[config.mk]
export PLATFORM = sky130hd
export DESIGN_NAME = alu_seq_exec
export DESIGN_NICKNAME = d
export VERILOG_FILES = /design/src/rtl/alu_seq_exec.sv
export SDC_FILE = /design/constraint.sdc
export NUM_CORES = 1
export LEC_CHECK = 0
export BUFFER_PORTS_ARGS = -buffer_cell sky130_fd_sc_hd__buf_2
export CAP_MARGIN = 20
export CORE_ASPECT_RATIO = 1.75
export CORE_MARGIN = 2
export CORE_UTILIZATION = 60
export CTS_CLUSTER_DIAMETER = 80
export CTS_CLUSTER_SIZE = 12
export DETAILED_ROUTE_END_ITERATION = 7
export GPL_ROUTABILITY_DRIVEN = 1
export PLACE_DENSITY = 0.82
export SLEW_MARGIN = 20
export SYNTH_ARGS = -nofsm -noshare
export SYNTH_HDL_FRONTEND = slang
export SYNTH_SLANG_ARGS = --single-unit
export TNS_END_PERCENT = 1
[constraint.sdc]
create_clock -name clk -period 3.6 [get_ports clk]
set_input_delay 0.18 -clock clk [delete_from_list [all_inputs] [get_ports clk]]
set_output_delay 0.18 -clock clk [all_outputs]
set_load 0.02 [all_outputs]
[src/rtl/alu_seq_exec.sv]
// Multi-cycle execute unit: single-cycle add/sub/logic/compare and
// iterative one-bit-per-cycle shifts, with valid/ready on both sides.
module alu_seq_exec #(
  parameter int XLEN    = 32,
  parameter int SHAMT_W = 5
) (
  input  logic            clk,
  input  logic            reset,
  input  logic            in_valid,
  output logic            in_ready,
  input  logic [3:0]      alucontrol,
  input  logic [XLEN-1:0] a,
  input  logic [XLEN-1:0] b,
  output logic            out_valid,
  input  logic            out_ready,
  output logic [XLEN-1:0] result,
  output logic            zero,
  output logic            illegal,
  output logic            busy
);

  typedef enum logic [1:0] {IDLE, SHIFT, DONE} state_t;

  localparam logic [3:0] OP_ADD = 4'b0000;
  localparam logic [3:0] OP_SUB = 4'b0001;
  localparam logic [3:0] OP_AND = 4'b0010;
  localparam logic [3:0] OP_OR  = 4'b0011;
  localparam logic [3:0] OP_XOR = 4'b0100;
  localparam logic [3:0] OP_SLL = 4'b0101;
  localparam logic [3:0] OP_SRL = 4'b0110;
  localparam logic [3:0] OP_SLT = 4'b0111;

  state_t               state_q, state_d;
  logic [XLEN-1:0]      result_q;
  logic                 illegal_q;
  logic [XLEN-1:0]      sh_q;
  logic [SHAMT_W-1:0]   cnt_q;
  logic                 dir_right_q;

  logic [SHAMT_W-1:0]   shamt;
  logic                 accept;
  logic                 start_shift;
  logic [XLEN-1:0]      alu_val;
  logic [XLEN-1:0]      sh_next;

  assign shamt       = b[SHAMT_W-1:0];
  assign accept      = in_valid && in_ready;
  assign start_shift = ((alucontrol == OP_SLL) || (alucontrol == OP_SRL)) && (shamt != '0);
  assign sh_next     = dir_right_q ? (sh_q >> 1) : (sh_q << 1);

  // Single-cycle result; shifts only land here when shamt is zero, giving a.
  always_comb begin
    // NOTE: every path assigns alu_val (default first) so no latch is inferred.
    alu_val = '0;
    case (alucontrol)
      OP_ADD:  alu_val = a + b;
      OP_SUB:  alu_val = a - b;
      OP_AND:  alu_val = a & b;
      OP_OR:   alu_val = a | b;
      OP_XOR:  alu_val = a ^ b;
      OP_SLL:  alu_val = a;
      OP_SRL:  alu_val = a;
      OP_SLT:  alu_val = {{(XLEN-1){1'b0}}, ($signed(a) < $signed(b))};
      default: alu_val = '0;
    endcase
  end

  always_ff @(posedge clk) begin
    // NOTE: sequential state uses non-blocking assignments only.
    if (reset) state_q <= IDLE;
    else       state_q <= state_d;
  end

  always_comb begin
    state_d = state_q;
    case (state_q)
      IDLE:    if (accept) state_d = start_shift ? SHIFT : DONE;
      SHIFT:   if (cnt_q == SHAMT_W'(1)) state_d = DONE;
      DONE:    if (out_ready) state_d = IDLE;
      default: state_d = IDLE;
    endcase
  end

  always_comb begin
    in_ready  = (state_q == IDLE);
    busy      = (state_q != IDLE);
    out_valid = (state_q == DONE);
  end

  always_ff @(posedge clk) begin
    if (reset) begin
      result_q    <= '0;
      illegal_q   <= 1'b0;
      sh_q        <= '0;
      cnt_q       <= '0;
      dir_right_q <= 1'b0;
    end else begin
      case (state_q)
        IDLE: if (accept) begin
          illegal_q <= alucontrol[3];
          if (start_shift) begin
            sh_q        <= a;
            cnt_q       <= shamt;
            dir_right_q <= (alucontrol == OP_SRL);
          end else begin
            result_q <= alu_val;
          end
        end
        SHIFT: begin
          sh_q  <= sh_next;
          cnt_q <= cnt_q - SHAMT_W'(1);
          if (cnt_q == SHAMT_W'(1)) result_q <= sh_next;
        end
        default: ;
      endcase
    end
  end

  assign result  = result_q;
  assign zero    = (result_q == '0);
  assign illegal = illegal_q;

endmodule

# == Word level (Yosys, flattened, before mapping) ==
# Cells that the tools add are included.
# classes
add_sub_neg,3
n_lt_le_gt_ge,1
eq_ne,15
mux,17
bitwise,3
n_reduce_logical,15
# op_table
cell,count
$pmux W32 S7,1
$mux W32,6
$pmux W32 S2,2
$add A32 B32 Y32,1
$and A32 B32 Y32,1
$logic_not A32 Y1,1
$lt A32 B32 Y1,1
$or A32 B32 Y32,1
$sub A32 B32 Y32,1
$xor A32 B32 Y32,1
$eq A4 B3 Y1 const B,4
$mux W5,2
$pmux W5 S2,1
$reduce_and A3 Y1,3
$eq A4 B2 Y1 const B,2
$mux W2,4
$ne A2 B1 Y1 const B,3
$pmux W2 S3,1
$eq A5 B1 Y1 const B,1
$reduce_bool A5 Y1,1
$sub A5 B1 Y5 const B,1
$eq A4 B1 Y1 const B,1
$logic_not A4 Y1,1
$ne A2 B2 Y1 const B,2
9 further kinds,11
# totals
reg_bits,73
inputBits,72
output_inout_bits,37
elab_cells,60

# == Depth between registers and ports, before layout ==
# depth
ltp_word,6
mapped_depth,13
mapped_depth_nobuf,12

# == Worst setup path before layout ==
# Ideal clock, no wire load.
# synth_path
path_kind,input -> register
startpoint,in a[7]
endpoint,"reg result_q[27], in the netlist result[27]"
arrival_time_ns,2.491
required_time_ns,3.473
path_slack_ns,0.982
cell_stages,12
cell_sequence,inv_1 -> ha_1 -> buf_6 -> nand2_4 -> or4_1 -> or3_4 -> a21oi_2 -> a31oi_1 -> nor2_1 -> a21oi_1 -> and4_4 -> or3_1
# synth_between
elab_chain_len,5
word_cells_on_any_way,6
cone_classes,2 x add/sub; 4 x mux
# synth_rtl
item,line,rtl
"start, declared",12,"input logic [XLEN-1:0] a,"
$sub A32 B32 Y32 / $add A32 B32 Y32 (equally long branches),"57, 56",
$pmux W32 S7 *,55,case (alucontrol)
$mux W32 *,101,if (start_shift) begin
$mux W32 *,99,IDLE: if (accept) begin
$pmux W32 S2 *,98,case (state_q)
"end signal, assigned",106,result_q <= alu_val;
"end signal, assigned",112,if (cnt_q == SHAMT_W'(1)) result_q <= sh_next;
"end, declared",34,logic [XLEN-1:0] result_q;
# Mark *: on every way between the ends. The rest lies on a longest branch, timed or not. The select of a mux whose other input is x is not followed.
# A chain may end at the register's enable or synchronous reset.

# == Final worst setup path ==
# layout_path
startpoint,in a[1]
endpoint,"reg result_q[13], in the netlist result[13]"
# Same word-level chain as after synthesis.

==> metrics.md <==
| Metric | Value |
|---|---|
| Post-synth top area cell | `dfxtp_1` |
| Sum Neg Setup Slack | `0 ns` |
| Leading cell types by count after synthesis | `141 x a21oi_1, 120 x nor2_1, 116 x nand2_1` |
| Die area | `15,870 um2` |
| CP arrival | `3.50 ns` |
| Crit path kind | `in -> reg` |
| Max-slew violations | `0` |
| Core box area | `14,440 um2` |
| Drt total wl | `32,950 um` |
| Gpl congestion | `1.015` |
| Final clock skew | `0.008879 ns` |
| Clk_lat worst skew | `0.34 ns` |
| Clock network power share | `32.6%` |
| Vias in the first global route | `9,484` |
| Port bufs | `108` |
| Hpwl dp | `25,120 um` |
| Post-route clock period utilization | `89.24%` |
| RSZ-0062 raised after global routing | `false` |
| Asr flop ratio synth | `0%` |
| Fin crit period | `3.213 ns` |
| Post-synth EDFFs | `0` |
| Area of the multi-input gates | `6777 um2` |
| Vias | `10,200` |
| Row count | `58` |
| Failing checks | `design-rule violations` |
| Startpoint Class | `primary input` |
| Cell count after synthesis | `1,258` |
| ANT nets after route | `0` |
| CP endpoint kind | `register` |
| R2R cell count | `5` |
| Antenna Diode Count | `0` |
| WL per Instance | `21.92 um` |
| Most frequent cell after synthesis | `a21oi_1` |
| Combinational Power Share | `38.3%` |
| GRT Total Usage | `41.32%` |
| CTS sink count | `73` |
| Clock transition at path regs | `0.06 ns` |
| Mean post-synth cell area | `7.078 um2` |
| WP data required | `3.89 ns` |
| Cts bufs inserted | `9` |
| Synth Net Count | `1,447` |
| Synth Flop Type | `dfxtp_1` |
| Hold crit path type | `in -> reg` |
| Reg-to-reg critical path startpoint | `state_q[1]` |
| Post-DP Area | `9525 um2` |
| Worst vdd ir | `224.0 uV` |
| Worst hold path depth | `3` |
| GRT overflow | `0` |
| Status | `complete, but fails checks` |
| Synth warn | `0` |
| Final Setup Violations | `0` |
| Mapped Area | `8904 um2` |
| Die Ht | `165.1 um` |
| Global-route wire length before repair | `50,390 um` |
| DRT Pass-1 Iters | `8` |
| Leak pwr | `4.211 nW` |
| Hold Startpoint | `out_ready` |
| Vias per cell | `6.784` |
| Yosys cell types | `87` |
| Crit path from | `a[1]` |
| Post-synthesis sequential area ratio | `16.41%` |
| Max cap viols | `0` |
| CP Max Fanout | `5` |
| Pin count of the biggest net entering global routing | `53` |
| Postcts setup bufs | `0` |
| CTS max path bufs | `2` |
| Total power | `3.083 mW` |
| 1st-iter DRT viols | `1,119` |
| # IOs | `109` |
| Initial antenna violation count | `1` |
| Switching Share | `38.59%` |
| Fillers | `1,292` |
| Finished Cell Area | `9866 um2` |
| DRC Markers | `2` |
| Final hold vios | `0` |
| Area delta synth->final | `10.81%` |
| Pint | `1.893 mW` |
| # hold bufs at CTS | `0` |
| Cell Pwr Density | `312.5 nW/um2` |
| Share of power burned in registers | `29.1%` |
| Hold_ws | `0.1091 ns` |
| Fmax | `311.3 MHz` |
| Share of cells above drive strength 1 | `13.98%` |
| CTS root buffer | `clkbuf_16` |
| Register Area | `1463 um2` |
| H-tree depth | `3` |
| PostCTS Resize Cnt | `0` |
| Max_slew headroom | `38.70%` |
| Nets@finish | `1,507` |
| Area share of the largest cell type after synthesis | `16.41%` |
| Slew @ Worst Pin | `0.9195 ns` |
| Synth top area cells | `dfxtp_1 16%, ha_1 16%, a21oi_1 7.9%` |
| Psw | `1.190 mW` |
| Die Wd | `96.09 um` |
| Initial Util | `61.65%` |
| Synth Register Bits | `73` |
| CTS tree | `yes` |
==> worst max-delay path, cell delays in order <==
cell and delay (ns):
buf_2 0.16, inv_1 0.11, ha_1 0.35, nor2_1 0.07, o311ai_1 0.56, a311oi_2 0.29
a311o_1 0.47, mux2i_1 0.19, xnor2_1 0.14, a221oi_1 0.11, a2111oi_0 0.70, a31o_1 0.17
==> registers in the layout, summed over array words and instances (netlist names) <==
name         cells
cnt_q            5
dir_right_q      1
illegal          1
result          32
sh_q            32
state_q          2
==> logic make-up (layout without fill, tap and decap cells) <==
family / after synthesis / count (layout) / share of synthesized area (%)
fa+ha+maj: 117 / 117 / 16.61
simple gates: 382 / 382 / 19.91
xor+xnor: 27 / 27 / 2.656
buf+inv: 177 / 242 / 7.827
compound gates: 445 / 445 / 32.29
flops: 73 / 73 / 16.41
mux: 37 / 37 / 4.286
==> layout make-up <==
class                      count  share of cell area (%)
clock buffer                  10                   2.422
clock inverter                 6                  0.9004
inverter                      94                   3.576
multi-input combinational   1008                   68.69
sequential                    73                   14.83
tap                          180                   2.283
timing repair buffer         132                   7.305
==> per-layer routing <==
metal  vias up  global-route usage (%)  wire length, um
met5         -                       0               13
met4         2                   26.88             2256
met3       166                   6.534             3188
met2       688                   64.93            15000
met1      4677                   51.37            12490
li1       4663                       -                -
==> stage by stage <==
stage | util (%) | std cells | setup slack [ns]
floorplan | - | 1258 | 0.9817
global placement | 65.96 | 1487 | 0.2517
detailed placement | 65.96 | 1487 | 0.2353
CTS | 68.23 | 1503 | 0.5454
global route | 68.32 | 1503 | 0.1973
finish | 68.32 | 1503 | 0.3873
==> layout by cell type (no fill, tap or decap), types with 12 or more instances in the layout <==
cell type / count
buf_2: 108
buf_4: 24
nor2b_1: 16
nand2_1: 116
dfxtp_1: 72
a211oi_1: 33
a31oi_1: 12
o211ai_1: 14
o21ai_0: 89
a221oi_1: 14
inv_1: 92
nor3_1: 29
xnor2_1: 22
nor4_1: 13
o21ai_1: 15
ha_1: 115
nor2_1: 120
nand3_1: 25
mux2i_1: 28
a21oi_1: 140
==> worst paths after layout <==
kind                                    to  slack (ns)
worst max-delay path            result[13]        0.39
worst min register to register     illegal        0.45
worst min-delay path            state_q[1]        0.11
worst max register to register  result[22]        0.93
==> power by group through the flow <==
stage	Clock, mW	Combinational (mW)	Sequential (mW)
floorplan	0	0.759	0.924
global placement	0	1.12	0.911
detailed placement	0	1.13	0.911
CTS	1.00	1.14	0.894
global route	1.03	1.27	0.900
finish	1.01	1.18	0.898
Note: power is estimated with default switching activity, not from simulation.
